### src/rtl/counter_pkg.sv
// counter_pkg
// Shared definitions for the counter arbiter slice: the arbiter state
// encoding, the minimum count accepted by the shared counter, and the
// helper that locates requester k's field inside a packed count bus.
package counter_pkg;

  // Arbiter states; 2-bit encoding covers all four states.
  typedef enum logic [1:0] {
    ST_IDLE    = 2'd0,
    ST_ISSUE   = 2'd1,
    ST_WAIT    = 2'd2,
    ST_RELEASE = 2'd3
  } arb_state_e;

  // Counts below this value are rejected without starting the counter.
  localparam int MIN_CNT = 2;

  // LSB position of slice idx in a packed bus of width-bit fields.
  function automatic int slice_lsb(input int idx, input int width);
    return idx * width;
  endfunction

endpackage

### src/rtl/counter_arbiter_rr_pick.sv
// rr_pick
// Combinational round-robin selector. Scans the request vector starting at
// the pointer position and wrapping modulo N_REQ; the first set bit wins.
// Ports:
//   i_req   - request vector
//   i_ptr   - highest-priority position for this scan
//   o_gnt   - one-hot winner (zero when nothing requested)
//   o_idx   - index of the winner (zero when nothing requested)
//   o_valid - at least one request present
module rr_pick
  import counter_pkg::*;
#(
  parameter int N_REQ = 4,
  parameter int PTR_W = $clog2(N_REQ)
) (
  input  logic [N_REQ-1:0] i_req,
  input  logic [PTR_W-1:0] i_ptr,
  output logic [N_REQ-1:0] o_gnt,
  output logic [PTR_W-1:0] o_idx,
  output logic             o_valid
);

  int               w_cand;
  logic [PTR_W-1:0] w_cand_idx;
  logic             w_hit;

  // Priority scan from i_ptr; once o_valid is set later candidates cannot hit.
  always_comb begin
    o_gnt      = '0;
    o_idx      = '0;
    o_valid    = 1'b0;
    w_cand     = 0;
    w_cand_idx = '0;
    w_hit      = 1'b0;
    for (int i = 0; i < N_REQ; i++) begin
      // Explicit wrap so non-power-of-2 N_REQ never indexes past N_REQ-1.
      w_cand     = ((int'(i_ptr) + i) >= N_REQ) ? (int'(i_ptr) + i - N_REQ)
                                                : (int'(i_ptr) + i);
      w_cand_idx = w_cand[PTR_W-1:0];
      w_hit      = i_req[w_cand_idx] & ~o_valid;
      o_gnt[w_cand_idx] = o_gnt[w_cand_idx] | w_hit;
      o_idx      = w_hit ? w_cand_idx : o_idx;
      o_valid    = o_valid | w_hit;
    end
  end

endmodule

### src/rtl/counter_arbiter.sv
// counter_arbiter
// Round-robin scheduler sharing one counter FSM between N_REQ requesters.
// A granted requester's count is latched, a single start pulse is sent to
// the counter, and when the counter finishes (or the watchdog expires, or
// the count is too small to run) a one-cycle done pulse goes back to the
// owner.
// Ports:
//   clk, rst_n   - clock (rising edge), asynchronous active-low reset
//   req_i        - level requests, held until the matching done_o
//   cnt_val_i    - packed count values, slice k for requester k
//   gnt_o        - one-hot owner, valid ISSUE through RELEASE
//   done_o       - one-cycle completion pulse to the owner
//   err_o        - one-cycle pulse with done_o for rejected/timed-out jobs
//   busy_o       - high whenever not IDLE
//   cnt_start_o  - one-cycle start pulse to the counter
//   cnt_val_o    - latched count value for the counter
//   cnt_done_i   - counter completion, only honoured in WAIT
module counter_arbiter
  import counter_pkg::*;
#(
  parameter int N_REQ     = 4,
  parameter int CNT_WIDTH = 7,
  parameter int TO_CYCLES = 2**CNT_WIDTH + 8
) (
  input  logic                       clk,
  input  logic                       rst_n,
  input  logic [N_REQ-1:0]           req_i,
  input  logic [N_REQ*CNT_WIDTH-1:0] cnt_val_i,
  output logic [N_REQ-1:0]           gnt_o,
  output logic [N_REQ-1:0]           done_o,
  output logic                       err_o,
  output logic                       busy_o,
  output logic                       cnt_start_o,
  output logic [CNT_WIDTH-1:0]       cnt_val_o,
  input  logic                       cnt_done_i
);

  localparam int PTR_W = $clog2(N_REQ);
  localparam int WD_W  = $clog2(TO_CYCLES + 1);
  localparam int LSB_W = $clog2(N_REQ * CNT_WIDTH);

  localparam logic [PTR_W-1:0]     PTR_LAST = PTR_W'(N_REQ - 1);
  localparam logic [WD_W-1:0]      WD_LAST  = WD_W'(TO_CYCLES - 1);
  localparam logic [WD_W-1:0]      WD_MAX   = {WD_W{1'b1}};
  localparam logic [CNT_WIDTH-1:0] CNT_MIN  = CNT_WIDTH'(MIN_CNT);

  arb_state_e           r_state;
  logic [PTR_W-1:0]     r_owner;
  logic [PTR_W-1:0]     r_rr_ptr;
  logic [N_REQ-1:0]     r_gnt;
  logic [N_REQ-1:0]     r_done;
  logic [CNT_WIDTH-1:0] r_cnt_val;
  logic [WD_W-1:0]      r_wd;
  logic                 r_err;
  logic                 r_err_o;
  logic                 r_start;

  logic [N_REQ-1:0]     w_pick_gnt;
  logic [PTR_W-1:0]     w_pick_idx;
  logic                 w_pick_valid;
  logic [LSB_W-1:0]     w_sel_lsb;
  logic [CNT_WIDTH-1:0] w_sel_val;

  rr_pick #(
    .N_REQ (N_REQ),
    .PTR_W (PTR_W)
  ) u_rr_pick (
    .i_req   (req_i),
    .i_ptr   (r_rr_ptr),
    .o_gnt   (w_pick_gnt),
    .o_idx   (w_pick_idx),
    .o_valid (w_pick_valid)
  );

  assign w_sel_lsb = LSB_W'(slice_lsb(int'(w_pick_idx), CNT_WIDTH));
  assign w_sel_val = cnt_val_i[w_sel_lsb +: CNT_WIDTH];

  // Arbiter FSM with latches, watchdog, pointer and registered pulses.
  always_ff @(posedge clk or negedge rst_n) begin
    if (!rst_n) begin
      r_state   <= ST_IDLE;
      r_owner   <= '0;
      r_rr_ptr  <= '0;
      r_gnt     <= '0;
      r_done    <= '0;
      r_cnt_val <= '0;
      r_wd      <= '0;
      r_err     <= 1'b0;
      r_err_o   <= 1'b0;
      r_start   <= 1'b0;
    end else begin
      // Pulse outputs drop back to zero unless re-asserted below.
      r_start <= 1'b0;
      r_done  <= '0;
      r_err_o <= 1'b0;
      case (r_state)
        ST_IDLE: begin
          if (w_pick_valid) begin
            r_state   <= ST_ISSUE;
            r_owner   <= w_pick_idx;
            r_gnt     <= w_pick_gnt;
            r_cnt_val <= w_sel_val;
            // Decide acceptance now so the start pulse lands in ISSUE.
            r_start   <= (w_sel_val >= CNT_MIN);
            r_err     <= (w_sel_val < CNT_MIN);
          end else begin
            r_state <= ST_IDLE;
          end
        end
        ST_ISSUE: begin
          r_wd <= '0;
          if (r_err) begin
            r_state <= ST_RELEASE;
            r_done  <= r_gnt;
            r_err_o <= 1'b1;
          end else begin
            r_state <= ST_WAIT;
          end
        end
        ST_WAIT: begin
          if (cnt_done_i) begin
            r_state <= ST_RELEASE;
            r_done  <= r_gnt;
            r_err_o <= r_err;
          end else if (r_wd == WD_LAST) begin
            r_state <= ST_RELEASE;
            r_err   <= 1'b1;
            r_done  <= r_gnt;
            r_err_o <= 1'b1;
          end else begin
            r_wd <= (r_wd == WD_MAX) ? r_wd : (r_wd + 1'b1);
          end
        end
        ST_RELEASE: begin
          r_state  <= ST_IDLE;
          r_gnt    <= '0;
          r_err    <= 1'b0;
          r_rr_ptr <= (r_owner == PTR_LAST) ? '0 : (r_owner + 1'b1);
        end
        default: begin
          r_state <= ST_IDLE;
          r_gnt   <= '0;
          r_err   <= 1'b0;
        end
      endcase
    end
  end

  assign gnt_o       = r_gnt;
  assign done_o      = r_done;
  assign err_o       = r_err_o;
  assign busy_o      = (r_state != ST_IDLE);
  assign cnt_start_o = r_start;
  assign cnt_val_o   = r_cnt_val;

endmodule

### config.mk
export PLATFORM = sky130hd
export DESIGN_NAME = counter_arbiter
export DESIGN_NICKNAME = d
export VERILOG_FILES = /design/src/rtl/counter_pkg.sv /design/src/rtl/counter_arbiter_rr_pick.sv /design/src/rtl/counter_arbiter.sv
export SDC_FILE = /design/constraint.sdc
export NUM_CORES = 1
export LEC_CHECK = 0
export ABC_CLOCK_PERIOD_IN_PS = 4000
export CAP_MARGIN = 20
export CORE_ASPECT_RATIO = 0.7
export CORE_MARGIN = 1.5
export CORE_UTILIZATION = 50
export DETAILED_ROUTE_END_ITERATION = 12
export PLACE_DENSITY = 0.79
export SYNTH_ARGS = -nofsm -noshare
export SYNTH_HDL_FRONTEND = slang
export SYNTH_SLANG_ARGS = --single-unit
export TNS_END_PERCENT = 10
### constraint.sdc
create_clock -name clk -period 4 [get_ports clk]
set_input_delay 0.8 -clock clk [delete_from_list [all_inputs] [get_ports clk]]
set_output_delay 0.8 -clock clk [all_outputs]
set_load 0.01 [all_outputs]
==> reports/summary.txt, run 1 <==
CTS Root Cell = clkbuf_8
Detail Route Antenna Nets = 0
Clk_lat worst skew = 0.28 ns
Syn_nets = 321
Global-route wire length before repair = 9.60 mm
Number of max-cap violations = 0
CTS tree = built
GRT overflow = 0
Antenna violations before repair = 0
Post-route cell area = 0.00314 mm^2
Largest net degree at the start of global routing = 33
Postcts setup bufs = 0
Core area = 0.00478 mm^2
# clock sinks = 32
Slew at the pin with the worst max-slew slack = 0.752 ns
Worst R2R Setup Slack = 0.78 ns
Slew headroom = 49.9%
Residual DRC = 0
Most area-consuming cells after synthesis = dfrtp_1, nand2_1, ha_1
Crit-path max FO = 14
Clock Path Buffers = 2
Async SR Flop Fraction = 100%
Worst endpoint required time = 4.16 ns
Post-Syn Instances = 275
Ant diodes = 0
Period utilisation layout = 80.7%
Total GRT Usage = 23.2%
Post-synth EDFFs = 0
Yosys reg bits = 32
Fin. Hold Viols = 0
Initial Utilization = 51.8%
Die W = 87.1 um
# nets final = 369
CTS Hold Bufs = 0
RSZ-0062 raised after global routing = no
Yosys warnings = 0
CTS buffer count = 5
TNS Setup = 0 ns
Kind of start point of the critical path = input pin
Top cell types by occurrence after synthesis = nand2_1, dfrtp_1, o21ai_0, nor2_1, mux2i_1
First-pass detailed-route iteration total = 4
CTS resizes = 0
Ports = 53
Post-DP Area = 0.00305 mm^2
Per-cell routed wire length = 15.3 um
Post-Syn Area per Cell = 9.01 um^2
Worst hold path depth = 2
Critical setup path kind = in2reg
GP Congestion = 0.881
Skew final = 0.00388 ns
Endpoints failing setup = 0
Hold crit path type = reg2reg
Setup crit end kind = flop
Die height = 61.9 um
Cell Rows = 21
Post-DP HPWL = 4.33 mm
Worst Path Arrival = 3.39 ns
Min cycle time layout = 3.23 ns
Status = finished, final reports clean
# fillers = 382
P&R area growth vs syn = 26.7%
PwrDens = 696 mW/mm^2
Lkg Pwr = 0.00132 uW
CTS clk-pin slew, worst paths = 0.06 ns
Synth Flop Type = dfrtp_1
Peak supply drop = 0.354 mV
Netlist cell types = 53
F_max = 310 MHz
FF+latch area = 801 um^2
Die area = 0.00539 mm^2
Most frequent cell after synthesis = nand2_1
Dominant cell type by area after synthesis = dfrtp_1
Via density = 5.76
Vias = 2263
Post-synth top area share = 32.3%
Max Slew Vio Count = 0
Input/output buffers = 52
H-tree depth = 2
Post-synthesis sequential area ratio = 32.3%
Final Util = 65.6%
Post-synthesis cell area = 0.00248 mm^2
Layout cells sized above 1 = 10.5%
Multi-input gate area = 0.00156 mm^2
Reg2Reg Depth = 7
Vias in the first global route = 2039
DRT Wirelength = 6.02 mm
Initial drt markers = 153
## final timing paths
path                               from            to
min                        cnt_val_o[2]  cnt_val_o[2]
max reg2reg                 r_rr_ptr[1]      gnt_o[1]
min reg2reg                cnt_val_o[2]  cnt_val_o[2]
min in group asynchronous         rst_n  cnt_val_o[5]
max in group asynchronous         rst_n     done_o[2]
max                            req_i[2]      gnt_o[1]
## area by class of cell
cell class | count | share of cell area (%)
Multi-Input combinational cell | 217 | 49.7
Sequential cell | 32 | 25.5
Timing Repair Buffer | 59 | 18.3
Clock buffer | 8 | 2.87
Tap cell | 69 | 2.75
Inverter | 8 | 0.957
## cells in the final DEF (no fill, tap or decap), types with 2 or more instances in the layout
cell type,instances
a21oi_1,10
a2111oi_0,4
nor3_1,7
and4b_1,2
a311o_1,5
clkbuf_1,2
xor2_1,5
nand4_1,2
a21o_1,2
clkdlybuf4s50_1,52
nor4b_1,2
and2_1,9
a31oi_1,2
buf_4,7
nand2_1,38
a21boi_0,4
dfrtp_1,32
or4_1,4
or3_1,3
nor2_1,18
nand2b_1,4
nor4_1,3
clkbuf_8,6
o21a_1,3
mux2i_1,13
mux4_2,3
a211oi_2,2
o21ai_0,27
ha_1,11
inv_1,8
and3_1,3
mux2_2,10
## registers in the layout, indices dropped and copies added, names as in the netlist
signal       flops
r_wd             8
cnt_val_o        7
done_o           4
gnt_o            4
r_owner          2
r_rr_ptr         2
r_state          2
cnt_start_o      1
err_o            1
r_err            1
## through the flow
stage	setup WS [ns]	cells	hold WS [ns]	total power (uW)
6_report	0.771	393	0.483	2180
5_1_grt	0.558	393	0.513	2370
4_1_cts	0.802	393	0.485	2190
3_5_place_dp	0.531	385	0.471	1920
3_3_place_gp	0.623	385	0.468	1890
2_1_floorplan	1.06	275	0.473	1520
## kinds of logic (layout without fill, tap and decap cells)
logic type	after synthesis	in the layout	synth area share (%)
xor gates and xnor gates	5	5	1.77
DFF	32	32	32.3
adders and majority gates	11	11	5.56
muxes	28	28	13.6
and+or+nand+nor	101	101	20.6
buffers and inverters	26	75	4.75
AOI/OAI and AO/OA	72	72	21.4
## critical path, cell delays in order
cell	delay (ns)
clkdlybuf4s50_1	0.62
mux2i_1	0.38
nor4_1	0.12
nor4_1	0.46
nor2_1	0.10
o21ai_1	0.35
a221oi_2	0.17
a311o_1	0.38
## power by group
| part | internal [uW] | switching (uW) |
|---|---|---|
| clock | 140 | 110 |
| sequential | 435 | 79.3 |
| combinational | 644 | 776 |
## layer usage
layer	routed length [um]	part of all wire (%)	track usage, %	up-vias
li1	-	-	-	1099
met4	88	1.5	7.48	0
met2	2400	40	34.1	93
met1	3000	50	34.1	1061
met5	0	0	0	-
met3	535	8.9	5.15	10
Note: power is estimated with default switching activity, not from simulation.
==> inputs of run 2 (changes only) <==
--- a/config.mk
+++ b/config.mk
@@ -5,13 +5,13 @@
 export SDC_FILE = /design/constraint.sdc
 export NUM_CORES = 1
 export LEC_CHECK = 0
-export ABC_CLOCK_PERIOD_IN_PS = 4000
+export ABC_CLOCK_PERIOD_IN_PS = 2700
 export CAP_MARGIN = 20
 export CORE_ASPECT_RATIO = 0.7
 export CORE_MARGIN = 1.5
-export CORE_UTILIZATION = 50
+export CORE_UTILIZATION = 47
 export DETAILED_ROUTE_END_ITERATION = 12
-export PLACE_DENSITY = 0.79
+export PLACE_DENSITY = 0.78
 export SYNTH_ARGS = -nofsm -noshare
 export SYNTH_HDL_FRONTEND = slang
 export SYNTH_SLANG_ARGS = --single-unit
==> constraint.sdc (replaced) <==
create_clock -name clk -period 2.7 [get_ports clk]
set_input_delay 0.54 -clock clk [delete_from_list [all_inputs] [get_ports clk]]
set_output_delay 0.54 -clock clk [all_outputs]
set_load 0.01 [all_outputs]
==> reports/summary.txt, run 2 (synthesis results as in run 1) <==
# fillers = 386 (was 382)
Max Slew Vio Count = 0 (unchanged)
Fin Hold WS = 0.487 ns (was 0.483 ns)
Endpoints failing setup = 0 (unchanged)
Status = finished, final reports clean (unchanged)
Die height = 63.7 um (was 61.9 um)
Reg2Reg Depth = 8 (was 7)
Skew final = 0.00228 ns (was 0.00388 ns)
Min cycle time layout = 2.68 ns
PwrDens = 1110 mW/mm^2 (was 696 mW/mm^2)
GRT overflow = 0 (unchanged)
TNS Setup = 0 ns (unchanged)
Largest net degree at the start of global routing = 33 (unchanged)
Slew headroom = 61.0% (was 49.9%)
F_max = 373 MHz
Initial drt markers = 160 (was 153)
Vias in the first global route = 2267 (was 2039)
CTS tree = built (unchanged)
Commonest non-fill, non-tap cells in the layout = clkdlybuf4s50_1, nand2_1, buf_4, dfrtp_1, o21ai_0 (was clkdlybuf4s50_1, nand2_1, dfrtp_1, o21ai_0, nor2_1)
Detail Route Antenna Nets = 0 (unchanged)
P&R area growth vs syn = 43.3% (was 26.7%)
Antenna violations before repair = 0 (unchanged)
Delay of the slowest critical-path stage = 0.55 ns (was 0.62 ns)
GP Congestion = 0.856 (was 0.881)
Per-cell routed wire length = 15.9 um (was 15.3 um)
Critical setup path kind = in2reg (unchanged)
Slack of the critical path = 0.0222 ns (was 0.771 ns)
Worst R2R Setup Slack = 0.03 ns (was 0.78 ns)
Vias = 2414 (was 2263)
Commonest non-fill, non-tap cell in the layout = clkdlybuf4s50_1 (unchanged)
Peak supply drop = 0.573 mV (was 0.354 mV)
Min-Delay Startpoint = cnt_val_o[2] (unchanged)
Ports = 53 (unchanged)
Hold crit path type = reg2reg (unchanged)
# clock sinks = 32 (unchanged)
Hold endpoint = cnt_val_o[2] (unchanged)
Top Layer Used = met4 (unchanged)
Worst hold path depth = 2 (unchanged)
Clock Path Buffers = 2 (unchanged)
Worst endpoint required time = 2.86 ns (was 4.16 ns)
Period utilisation layout = 99.2%
Worst R2R Start = r_rr_ptr[0] (was r_rr_ptr[1])
Met1 Wirelength = 3.37 mm (was 3.00 mm)
CTS clk-pin slew, worst paths = 0.06 ns (about the same)
Fin. Hold Viols = 0 (unchanged)
First-pass detailed-route iteration total = 5 (was 4)
Kind of start point of the critical path = input pin (unchanged)
Residual DRC = 0 (unchanged)
Die area = 0.00572 mm^2 (was 0.00539 mm^2)
CTS Root Cell = clkbuf_8 (unchanged)
Ant diodes = 0 (unchanged)
Wire length on met3 = 390 um (was 535 um)
# nets final = 403 (was 369)
H-tree depth = 2 (unchanged)
Tot Pwr = 3920 uW (was 2180 uW)
RSZ-0062 raised after global routing = yes (was no)
Setup crit end kind = flop (unchanged)
Worst Path Arrival = 2.84 ns (was 3.39 ns)
Max reg flops = 8 (unchanged)
Input/output buffers = 52 (unchanged)
Met2 wire len = 3.00 mm (was 2.40 mm)
Cell Rows = 21 (unchanged)
Core area = 0.00491 mm^2 (was 0.00478 mm^2)
Crit path cell chain = clkdlybuf4s50_1, mux4_2, mux2_4, a211oi_2, and3_1, a31oi_2, a311o_1 (was clkdlybuf4s50_1, mux2i_1, nor4_1, nor4_1, nor2_1, o21ai_1, a221oi_2, a311o_1)
Initial Utilization = 50.4% (was 51.8%)
Post-DP HPWL = 4.78 mm (was 4.33 mm)
Die W = 89.8 um (was 87.1 um)
Top reg by flops = r_wd (unchanged)
DRT Wirelength = 6.78 mm (was 6.02 mm)
Total GRT Usage = 23.5% (was 23.2%)
Critical path's slowest cell = mux4_2 (was clkdlybuf4s50_1)
Placement Setup Slack = -0.267 ns (was 0.531 ns)
Post-route cell area = 0.00355 mm^2 (was 0.00314 mm^2)
Global-route wire length before repair = 11.0 mm (was 9.60 mm)
Lkg Pwr = 0.00152 uW (was 0.00132 uW)
Crit-path max FO = 6 (was 14)
Slew at the pin with the worst max-slew slack = 0.580 ns (was 0.752 ns)
Clk_lat worst skew = 0.28 ns (about the same)
Post-DP Area = 0.00328 mm^2 (was 0.00305 mm^2)
CTS buffer count = 5 (unchanged)
Reg2Reg Capture Point = gnt_o[3] (was gnt_o[1])
Layout cells sized above 1 = 23.7% (was 10.5%)
Number of max-cap violations = 0 (unchanged)
Via density = 5.65 (was 5.76)
## run 2: per-layer routing
metal | vias up | GRT usage [%]
met2 | 69 | 34.8
li1 | 1172 | -
met3 | 2 | 5.36
met1 | 1171 | 35.3
met4 | 0 | 4.17
met5 | - | 0
## run 2: worst max path at each step
| stage | start | endpoint | slack (ns) | depth (start not counted) |
|---|---|---|---|---|
| finish | req_i[2] | gnt_o[3] | 0.02 | 7 |
| global placement | req_i[0] | gnt_o[1] | -0.18 | 7 |
| CTS | r_rr_ptr[0] | gnt_o[1] | 0.007 | 8 |
| global route | req_i[0] | gnt_o[2] | -0.12 | 10 |
| detailed placement | req_i[0] | gnt_o[1] | -0.27 | 10 |
| floorplan | r_rr_ptr[0] | gnt_o[1] | -0.03 | 11 |
## run 2: critical path: cells and delay by family
kind / cells / cell delay, ns
AO/OA/AOI/OAI: 3 / 0.67
buffers and inverters: 1 / 0.51
multiplexers: 2 / 0.92
AND/OR/NAND/NOR: 1 / 0.21
## run 2: what timing repair did
item	4_1_cts	5_1_grt
gates resized for setup	3	24
buffers inserted	2	7
gates cloned	0	1
endpoints found under the setup margin	4	13
hold buffers	0	0
pin swaps	1	7
## run 2: where the power goes
part	leakage [uW]	internal [uW]	switching (uW)	total, uW
combinational	0.00106	1410	1390	2800
clock	0.0000455	208	164	372
sequential	0.000414	646	112	758
total	0.00152	2260	1670	3920
## run 2: area by class of cell
cell class / instances / area, um^2 / area share [%]
timing repair buffer: 93 / 878 / 24.7
tap: 69 / 86.3 / 2.43
sequential: 32 / 802 / 22.6
multi-input combinational: 217 / 1660 / 46.7
inverter: 8 / 35.0 / 0.987
clock buffer: 8 / 90.1 / 2.54
## run 2: metrics by stage
step                      std cells  util (%)
after CTS                       419      69.1
after global placement          409      66.7
final                           427      72.2
after global routing            427      72.2
after detailed placement        409      66.7
after floorplan                 275         -
==> inputs of run 3 (changes only) <==
--- a/config.mk
+++ b/config.mk
@@ -8,7 +8,6 @@
 export ABC_CLOCK_PERIOD_IN_PS = 2700
 export CAP_MARGIN = 20
 export CORE_ASPECT_RATIO = 0.7
-export CORE_MARGIN = 1.5
 export CORE_UTILIZATION = 47
 export DETAILED_ROUTE_END_ITERATION = 12
 export PLACE_DENSITY = 0.78
==> reports/summary.txt, run 3 (synthesis results as in run 1) <==
CTS Root Cell = clkbuf_8 (unchanged)
Max Slew Vio Count = 0 (unchanged)
Multi-input gate area = 0.00162 mm^2 (was 0.00166 mm^2)
Die height = 62.7 um (was 63.7 um)
Global-route wire length before repair = 10.1 mm (was 11.0 mm)
GP Congestion = 0.875 (was 0.856)
Delay of the slowest critical-path stage = 0.53 ns (was 0.55 ns)
Crit path buf inv count = 1 (unchanged)
CTS Hold Bufs = 0 (unchanged)
RSZ-0062 raised after global routing = yes (unchanged)
Endpoints failing setup = 0 (unchanged)
GRT overflow = 0 (unchanged)
Top reg by flops = r_wd (unchanged)
FF+latch area = 801 um^2 (was 802 um^2)
Clock Path Buffers = 2 (unchanged)
Setup crit end kind = flop (unchanged)
Via density = 5.61 (was 5.65)
Layout cells sized above 1 = 19.4% (was 23.7%)
Commonest non-fill, non-tap cells in the layout = clkdlybuf4s50_1, nand2_1, dfrtp_1, buf_4, o21ai_0 (was clkdlybuf4s50_1, nand2_1, buf_4, dfrtp_1, o21ai_0)
Clk_lat worst skew = 0.28 ns (about the same)
Cell Rows = 21 (unchanged)
Largest net degree at the start of global routing = 33 (unchanged)
Slew headroom = 61.8% (was 61.0%)
Skew final = 0.00750 ns (was 0.00228 ns)
H-tree depth = 2 (unchanged)
Reg2Reg Capture Point = gnt_o[3] (unchanged)
Die W = 88.8 um (was 89.8 um)
Ports = 53 (unchanged)
Per-cell routed wire length = 14.7 um (was 15.9 um)
Commonest non-fill, non-tap cell in the layout = clkdlybuf4s50_1 (unchanged)
TNS Setup = 0 ns (unchanged)
Number of max-cap violations = 0 (unchanged)
CTS tree = built (unchanged)
Peak supply drop = 0.529 mV (was 0.573 mV)
Max reg flops = 8 (unchanged)
Initial drt markers = 139 (was 160)
Worst endpoint required time = 2.86 ns (about the same)
F_max = 378 MHz (was 373 MHz)
Antenna violations before repair = 0 (unchanged)
Total GRT Usage = 23.2% (was 23.5%)
Min cycle time layout = 2.64 ns (was 2.68 ns)
Post-DP HPWL = 4.69 mm (was 4.78 mm)
Die area = 0.00557 mm^2 (was 0.00572 mm^2)
Core area = 0.00491 mm^2 (unchanged)
Detail Route Antenna Nets = 0 (unchanged)
Worst R2R Start = r_rr_ptr[0] (unchanged)
Critical setup path kind = reg2reg (was in2reg)
CTS clk-pin slew, worst paths = 0.07 ns (was 0.06 ns)
Ant diodes = 0 (unchanged)
Slew at the pin with the worst max-slew slack = 0.568 ns (was 0.580 ns)
Placement Setup Slack = -0.276 ns (was -0.267 ns)
Worst R2R Setup Slack = 0.06 ns (was 0.03 ns)
Residual DRC = 0 (unchanged)
Status = finished, final reports clean (unchanged)
Initial Utilization = 50.4% (unchanged)
# fillers = 385 (was 386)
Period utilisation layout = 97.9% (was 99.2%)
P&R area growth vs syn = 38.0% (was 43.3%)
Fin. Hold Viols = 0 (unchanged)
Kind of start point of the critical path = flop (was input pin)
Crit-path max FO = 6 (unchanged)
Input/output buffers = 52 (unchanged)
PwrDens = 1060 mW/mm^2 (was 1110 mW/mm^2)
Vias in the first global route = 2167 (was 2267)
Worst Setup SP = r_rr_ptr[0] (was req_i[2])
Final Util = 69.6% (was 72.2%)
Worst Path Arrival = 2.81 ns (was 2.84 ns)
Lkg Pwr = 0.00148 uW (was 0.00152 uW)
Hold crit path type = reg2reg (unchanged)
DRT Wirelength = 6.15 mm (was 6.78 mm)
Worst setup endpoint = gnt_o[3] (unchanged)
CP delay by family, top = multiplexers (unchanged)
Crit path cell chain = inv_2, ha_4, mux4_2, mux2_4, a211oi_2, a31oi_2, a311o_1 (was clkdlybuf4s50_1, mux4_2, mux2_4, a211oi_2, and3_1, a31oi_2, a311o_1)
First-pass detailed-route iteration total = 4 (was 5)
Slack of the critical path = 0.0558 ns (was 0.0222 ns)
Critical path's slowest cell = mux4_2 (unchanged)
CTS buffer count = 5 (unchanged)
# clock sinks = 32 (unchanged)
Reg2Reg Depth = 7 (was 8)
# nets final = 396 (was 403)
Critical path depth = 7 (unchanged)
Vias = 2349 (was 2414)
-- run 3: cell count changes in the layout (fill, tap and decap cells not counted), moves of 2 or more --
cell / change
a2111oi_1: +2
mux2i_2: -2
clkdlybuf4s50_1: -2
o21ai_2: -2
mux2i_1: +2
buf_6: -2
buf_4: -4
o21ai_0: +6
o21ai_1: -4
dlymetal6s2s_1: +2
-- run 3: metal layers --
metal | part of all wire, % | vias up | track usage (%)
met3 | 6.9 | 6 | 5.68
met5 | 0 | - | 0
met1 | 51 | 1110 | 34.9
li1 | - | 1165 | -
met2 | 41 | 68 | 33.5
met4 | 0.81 | 0 | 4.84
-- run 3: area by class of cell --
type,count,share of cell area (%)
Multi-Input combinational cell,217,47.3
Timing Repair Buffer,86,23.6
Sequential cell,32,23.4
Tap cell,69,2.53
Clock buffer,6,2.12
Inverter,8,0.878
Clock inverter,1,0.146
-- run 3: where the power goes --
group | switching [uW] | internal, uW | total, uW
clock network | 165 | 175 | 340
registers | 114 | 645 | 758
logic | 1270 | 1260 | 2530
-- run 3: worst min path at each step --
| stage | startpoint | endpoint | slack (ns) | depth (start not counted) |
|---|---|---|---|---|
| 2_1_floorplan | rst_n | cnt_start_o | 0.24 | 0 |
| 3_3_place_gp | cnt_val_o[0] | cnt_val_o[0] | 0.46 | 2 |
| 3_5_place_dp | cnt_val_o[6] | cnt_val_o[6] | 0.48 | 2 |
| 4_1_cts | cnt_val_o[6] | cnt_val_o[6] | 0.49 | 2 |
| 5_1_grt | cnt_val_o[6] | cnt_val_o[6] | 0.52 | 2 |
| 6_report | cnt_val_o[6] | cnt_val_o[6] | 0.49 | 2 |
-- run 3: repair_timing --
| action | in CTS | in global routing |
|---|---|---|
| setup buffers | 0 | 2 |
| endpoints found under the setup margin | 0 | 5 |
| resized for setup | 0 | 10 |
-- run 3: per-stage QoR --
stage               hold WS, ns  cell area [um^2]  total power, uW  cells
floorplan                 0.244              2510             2340    275
global placement          0.464              3280             3090    410
detailed placement        0.481              3280             3150    410
CTS                       0.495              3360             3500    417
global route              0.516              3420             3930    419
finish                    0.491              3420             3630    419
-- run 3: worst min-delay path, cell delays in order (launching register included) --
cell and delay (ns):
dfrtp_1 0.35, nand2_1 0.05, o21ai_0 0.06
